--- src/rtl/flags_register_file_pkg.sv ---
`default_nettype none
// ============================================================================
// Module  : flags_register_file_pkg
// Purpose : Shared helpers for the receive-slot flag bank.
// Revision: 1.0 - initial release
// ============================================================================
package flags_register_file_pkg;

    // Set dominates clear so a fresh arrival is never dropped by a release.
    function automatic logic next_flag(input logic cur, input logic set, input logic clr);
        if (set)
            return 1'b1;
        else if (clr)
            return 1'b0;
        else
            return cur;
    endfunction

endpackage
`default_nettype wire

--- src/rtl/flags_register_file_if.sv ---
`default_nettype none
// ============================================================================
// Module  : flags_register_file_if
// Purpose : Set/clear/poll bus of the receive-slot flag bank.
// Revision: 1.0 - initial release
// ============================================================================
interface flags_register_file_if #(
    parameter int ADDRESS_WIDTH = 1
);
    localparam int NUM_FLAGS = 2 ** ADDRESS_WIDTH;

    logic                     rx_write_enable;
    logic                     rtr_write_enable;
    logic [ADDRESS_WIDTH-1:0] address_1;
    logic [ADDRESS_WIDTH-1:0] address_2;
    logic                     read_data;
    logic [NUM_FLAGS-1:0]     flags;
    logic                     any_flag;

    modport master (
        output rx_write_enable, rtr_write_enable, address_1, address_2,
        input  read_data, flags, any_flag
    );

    modport slave (
        input  rx_write_enable, rtr_write_enable, address_1, address_2,
        output read_data, flags, any_flag
    );
endinterface
`default_nettype wire

--- src/rtl/flags_register_file_flag_cell.sv ---
`default_nettype none
// ============================================================================
// Module  : flag_cell
// Purpose : One status flag with synchronous reset and set-over-clear priority.
// Revision: 1.0 - initial release
// ============================================================================
module flag_cell
    import flags_register_file_pkg::*;
(
    input  wire logic clk,
    input  wire logic reset,
    input  wire logic set_i,
    input  wire logic clear_i,
    output logic      flag_o
);
    logic flag_q;
    logic flag_d;

    always_comb begin
        flag_d = next_flag(flag_q, set_i, clear_i);
    end

    always_ff @(posedge clk) begin
        if (reset)
            flag_q <= 1'b0;
        else
            flag_q <= flag_d;
    end

    assign flag_o = flag_q;
endmodule
`default_nettype wire

--- src/rtl/flags_register_file.sv ---
`default_nettype none
// ============================================================================
// Module  : flags_register_file
// Purpose : Bank of per-slot receive flags: rx sets, rtr clears, core polls.
// Revision: 1.0 - initial release
// ============================================================================
module flags_register_file
    import flags_register_file_pkg::*;
#(
    parameter int ADDRESS_WIDTH = 1
) (
    input  wire logic            clk,
    input  wire logic            reset,
    flags_register_file_if.slave bus
);
    localparam int NUM_FLAGS = 2 ** ADDRESS_WIDTH;

    logic [NUM_FLAGS-1:0] flags_q;
    logic [NUM_FLAGS-1:0] set_d;
    logic [NUM_FLAGS-1:0] clear_d;

    generate
        for (genvar i = 0; i < NUM_FLAGS; i++) begin : g_slot
            assign set_d[i]   = bus.rx_write_enable  && (bus.address_1 == ADDRESS_WIDTH'(i));
            assign clear_d[i] = bus.rtr_write_enable && (bus.address_2 == ADDRESS_WIDTH'(i));

            flag_cell u_cell (
                .clk     (clk),
                .reset   (reset),
                .set_i   (set_d[i]),
                .clear_i (clear_d[i]),
                .flag_o  (flags_q[i])
            );
        end
    endgenerate

    // Read side is purely combinational off the stored bits: no write-through.
    assign bus.read_data = flags_q[bus.address_2];
    assign bus.flags     = flags_q;
    assign bus.any_flag  = |flags_q;
endmodule
`default_nettype wire

--- src/flat_wrapper.sv ---
// flat-port wrapper written by rule: the top's interface ports become plain ports
module flags_register_file_flat import flags_register_file_pkg::*;
#(
    parameter int ADDRESS_WIDTH = 1
)
  (clk, reset, bus_rx_write_enable, bus_rtr_write_enable, bus_address_1, bus_address_2, bus_read_data, bus_flags, bus_any_flag);
  flags_register_file_if #(.ADDRESS_WIDTH(ADDRESS_WIDTH)) bus_i ();
  input  wire logic clk;
  input  wire logic reset;
  input wire logic [$bits(bus_i.rx_write_enable)-1:0] bus_rx_write_enable;
  input wire logic [$bits(bus_i.rtr_write_enable)-1:0] bus_rtr_write_enable;
  input wire logic [$bits(bus_i.address_1)-1:0] bus_address_1;
  input wire logic [$bits(bus_i.address_2)-1:0] bus_address_2;
  output wire logic [$bits(bus_i.read_data)-1:0] bus_read_data;
  output wire logic [$bits(bus_i.flags)-1:0] bus_flags;
  output wire logic [$bits(bus_i.any_flag)-1:0] bus_any_flag;
  assign bus_i.rx_write_enable = bus_rx_write_enable;
  assign bus_i.rtr_write_enable = bus_rtr_write_enable;
  assign bus_i.address_1 = bus_address_1;
  assign bus_i.address_2 = bus_address_2;
  assign bus_read_data = bus_i.read_data;
  assign bus_flags = bus_i.flags;
  assign bus_any_flag = bus_i.any_flag;
  flags_register_file #(.ADDRESS_WIDTH(ADDRESS_WIDTH)) u_core (.clk(clk), .reset(reset), .bus(bus_i));
endmodule
--- config.mk ---
export PLATFORM = sky130hd
export DESIGN_NAME = flags_register_file_flat
export DESIGN_NICKNAME = d
export VERILOG_FILES = /design/src/rtl/flags_register_file_pkg.sv /design/src/rtl/flags_register_file_if.sv /design/src/rtl/flags_register_file_flag_cell.sv /design/src/rtl/flags_register_file.sv /design/src/flat_wrapper.sv
export SDC_FILE = /design/constraint.sdc
export NUM_CORES = 1
export LEC_CHECK = 0
export BUFFER_PORTS_ARGS = -buffer_cell sky130_fd_sc_hd__buf_4
export CAP_MARGIN = 10
export CORE_AREA = 2 2 39 41
export CTS_CLUSTER_SIZE = 24
export DETAILED_ROUTE_END_ITERATION = 6
export DIE_AREA = 0 0 41 43
export GPL_TIMING_DRIVEN = 0
export PLACE_DENSITY = 0.39
export SLEW_MARGIN = 0
export SYNTH_ARGS = -nofsm -noshare
export SYNTH_HDL_FRONTEND = slang
export SYNTH_SLANG_ARGS = --single-unit
--- constraint.sdc ---
create_clock -name clk -period 1.25 [get_ports clk]
set_clock_uncertainty 0.2 [all_clocks]
set_input_delay 0.25 -clock clk [delete_from_list [all_inputs] [get_ports clk]]
set_output_delay 0.25 -clock clk [all_outputs]
set_load 0.05 [all_outputs]
---- Yosys cells after proc, flatten, opt, wreduce, memory -nomap -nowiden ----
Index checks and enable logic that the tools add are counted.
storage, ports and cells
  output and inout bits ................... 4
  input port bits ......................... 6
  register bits after elaboration ......... 2
  word-level logic and storage cells ...... 18
operators by class
  magnitude comparators ................... 1
  reductions and logical operators ........ 7
  bitwise logic cells ..................... 2
  mux-type cells .......................... 6
operator list
  cell                                                                           number
  1-bit 2-to-1 mux                                                               6
  1-bit logical AND                                                              4
  2-bit nonzero test                                                             2
  1-bit by 2-bit less-than comparator with 1-bit output (second input constant)  1
  1-bit inverter                                                                 2
  2-bit OR reduction                                                             1

---- Longest topological paths before layout ----
  depth in word-level cells ............... 4
  depth in mapped cells ................... 2
  gate-level depth less buffers ........... 2

---- Hierarchy ----
From an unflattened synthesis, not the netlist that was laid out.
second synthesis, totals
  cell total of the unflattened synthesis .. 14
  area total of the unflattened synthesis .. 127.6 sq um
by module, submodules not included
  module               times used  cells an instance  area an instance (sq um)  sequential area each (sq um)
  flag_cell            2           4                  38.8                      20.0
  flags_register_file  1           6                  50.0                      0.0

---- Worst setup path after synthesis ----
No wires, ideal clock.
  kind .................................... reg2out
  start ................................... reg u_core.g_slot[0].u_cell.flag_q
  end ..................................... out bus_read_data
  arrival time ............................ 1.095 ns
  stages on the path, launching flop included .. 3
  path slack .............................. -0.295 ns
  buffers on the path ..................... 0
  required time ........................... 0.800 ns
  cell sequence ........................... dfxtp_1 > inv_1 > o21ai_1
on the way
  word-level cells in the longest chain between the ends .. 2
ends and longest elaborated chain
  element                                              line                                 RTL
  start: declaration                                   flags_register_file_flag_cell.sv:16  logic flag_q;
  start signal: assignment                             flags_register_file_flag_cell.sv:27  flag_q <= flag_d;
  1-bit 2-to-1 mux (not written as such) (2 in a row)  flags_register_file.sv:38            assign bus.read_data = flags_q[bus.address_2];
  end: declaration                                     flat_wrapper.sv:14                   output wire logic [$bits(bus_i.read_data)-1:0] bus_read_data;
No other way between the ends. The select of a mux whose other input is x is not followed.

---- Final worst setup path ----
  start ................................... reg u_core.g_slot[0].u_cell.flag_q
  end ..................................... out bus_any_flag
on the way
  word-level cells in the longest chain between the ends .. 1
ends and longest elaborated chain
  element             line                       RTL
  2-bit OR reduction  flags_register_file.sv:40  assign bus.any_flag = |flags_q;
  end: declaration    flat_wrapper.sv:16         output wire logic [$bits(bus_i.any_flag)-1:0] bus_any_flag;
No other way between the ends.

==> results.json <==
{
  "core-area_um2": 1380,
  "clockBufferDepth": 2,
  "min-delay-path-class": "in -> reg",
  "worstPathMaxFanout": 3,
  "clock-root-buffer": "clkbuf_4",
  "crit_type": "reg -> out",
  "grt_setup_unrepaired": "true",
  "tightest_slew_ps": 186,
  "leakage_nw": 0.123,
  "final_nets": 35,
  "drtIter0Drc": 0,
  "cp.arrival_ps": 930,
  "cpLargestDelayFamily": "flip-flops",
  "rows": 14,
  "cts.sinks": 2,
  "holdCritStartpoint": "bus_address_1",
  "reg2reg_setup_slack_ps": 300,
  "synth_top_family_by_area": "compound AO/OA/AOI/OAI gates",
  "maxSlewViolCount": 0,
  "avgSynthCellArea_um2": 8.94,
  "ant_nets": 0,
  "viasPerCell": 3.33,
  "hold_viol": 0,
  "fmax_mhz": 726,
  "netlist_area_um2": 125,
  "fin_tns_setup_ps": -230,
  "grt_pass1_wl_um": 524,
  "start_util": 0.0904,
  "ir_drop_uv": 380,
  "path_buf_inv": 1,
  "crit_path_end_kind": "output port",
  "synth-xor-area-share": 0,
  "r2r_end": "u_core.g_slot[1].u_cell.flag_o",
  "cap_viol_max_count": 0,
  "routed_wl_um": 329,
  "met1Wirelength_um": 114,
  "synthSimpleGateAreaFrac": 0.210,
  "die_w_um": 41,
  "overflow": 0,
  "synth-compound-area-share": 0.320,
  "clk_pin_slew_worst_paths_ps": 30,
  "finalWeightedCongestion": 0.538,
  "violations": "setup timing",
  "die_h_um": 43,
  "ys_seq_area_frac": 0.320,
  "placedInstanceArea_um2": 224,
  "synth.net_count": 20,
  "slew-limit-headroom": 0.876,
  "antenna_found_initial": 0,
  "ctsHtreeMaxLevel": 1,
  "wl_met2_um": 149,
  "antennaDiodeCount": 0,
  "grt_pass1_vias": 153,
  "power_density_nw_per_um2": 1160,
  "worst_slack_ps": -128,
  "synthMuxAreaShare": 0,
  "setup_viol": 3,
  "min_period_over_period": 1.10,
  "die_area_um2": 1760,
  "pin_count": 10,
  "final_cell_area_um2": 282,
  "min_delay_worst_endpoint": "u_core.g_slot[0].u_cell.flag_o",
  "cts_tree": "yes",
  "clk_latency_ps": 220,
  "crit_path_start_kind": "flop",
  "io_buffers": 9,
  "largest_register_ffs": 2,
  "vias": 143,
  "syn_inst": 14,
  "area_delta_synth_final_pct": 125,
  "yosysWarningCount": 0,
  "worstReg2RegStart": "u_core.g_slot[1].u_cell.flag_o",
  "drive_gt1_frac": 0.741,
  "detail_route.wl_per_cell_um": 7.65,
  "route.met3.wl_um": 65,
  "synthAdderAreaFrac": 0,
  "firstDrtPassIters": 1,
  "slowest_delay_ps": 320,
  "ys_ff_latch": 2,
  "grt_max_degree": 5,
  "cp.required_ps": 800,
  "outcome": "complete, but fails checks",
  "grt_usage": 0.0501,
  "top_layer": "met3",
  "fin_crit_ps": 1380,
  "cts_buffers": 3,
  "min_path_cells": 2,
  "cp_cell_sequence": "or2_1 -> buf_6",
  "post-place-ws_ps": 22.3,
  "yosysUniqueCellTypes": 11,
  "drcViolationCount": 0,
  "crit_slowest_cell": "dfxtp_2",
  "ff2ff_path_depth": 2
}
-- area by class of cell --
class	instances	area [um^2]
Fill cell	151	1100
Timing Repair Buffer	10	96.3
Multi-Input combinational cell	9	77.6
Sequential cell	2	42.5
Clock buffer	3	22.5
Tap cell	16	20.0
Buffer	2	18.8
Inverter	1	3.75
-- logic make-up after synthesis --
| logic type | Yosys count |
|---|---|
| flip-flops | 2 |
| AND/OR/NAND/NOR | 5 |
| AO/OA/AOI/OAI | 4 |
| buffers and inverters | 3 |
-- where the power goes --
group          internal [mW]  total (mW)  switching [mW]
Combinational         0.0509       0.111          0.0597
Clock                  0.106       0.141          0.0353
Sequential            0.0698      0.0742         0.00443
-- repair_timing --
action,in CTS,in global routing
resized for setup,6,3
hold endpoints to repair,1,0
hold buffers,1,0
pin swaps,0,1
endpoints found under the setup margin,4,4
setup buffers,0,0
-- worst max-delay path by stage --
stage                                         from       endpoint  depth (start not counted)
global placement    u_core.g_slot[0].u_cell.flag_o  bus_read_data                          3
CTS                 u_core.g_slot[0].u_cell.flag_o   bus_any_flag                          2
global route        u_core.g_slot[0].u_cell.flag_o   bus_any_flag                          2
floorplan           u_core.g_slot[0].u_cell.flag_o  bus_read_data                          2
finish              u_core.g_slot[0].u_cell.flag_o   bus_any_flag                          2
detailed placement  u_core.g_slot[0].u_cell.flag_o  bus_read_data                          3
-- Yosys cell counts --
library cell,instances,share of area
a21bo_1,1,0.080
a21oi_2,1,0.070
buf_4,2,0.12
dfxtp_1,2,0.32
inv_1,1,0.030
nand2_1,2,0.060
nand2b_1,1,0.050
nor2b_1,1,0.050
o21ai_1,1,0.040
o32ai_2,1,0.13
or2_1,1,0.050
-- through the flow --
stage               power [mW]  hold slack [ps]  std cells   util
finish                   0.326             19.3         43  0.203
global route             0.341             25.6         43  0.203
CTS                      0.334             10.6         43  0.197
detailed placement       0.171              232         39  0.162
global placement         0.169              226         39  0.162
floorplan                0.135              112         14      -
-- placed cells by master (no fill, tap or decap) --
cell type / count
clkbuf_4: 3
buf_4: 6
buf_6: 4
or2_1: 1
nand2b_1: 1
dlygate4sd3_1: 1
o32ai_2: 1
nor2b_1: 1
a21bo_1: 1
a21oi_2: 1
inv_2: 1
dfxtp_2: 2
o21ai_4: 1
nand2_1: 2
buf_8: 1
-- layer usage --
layer,GRT usage,up-vias
met5,0,-
met4,0.0800,0
met3,0.0209,0
met2,0.0625,10
met1,0.0446,61
li1,-,72
(Power assumes the default switching activity.)
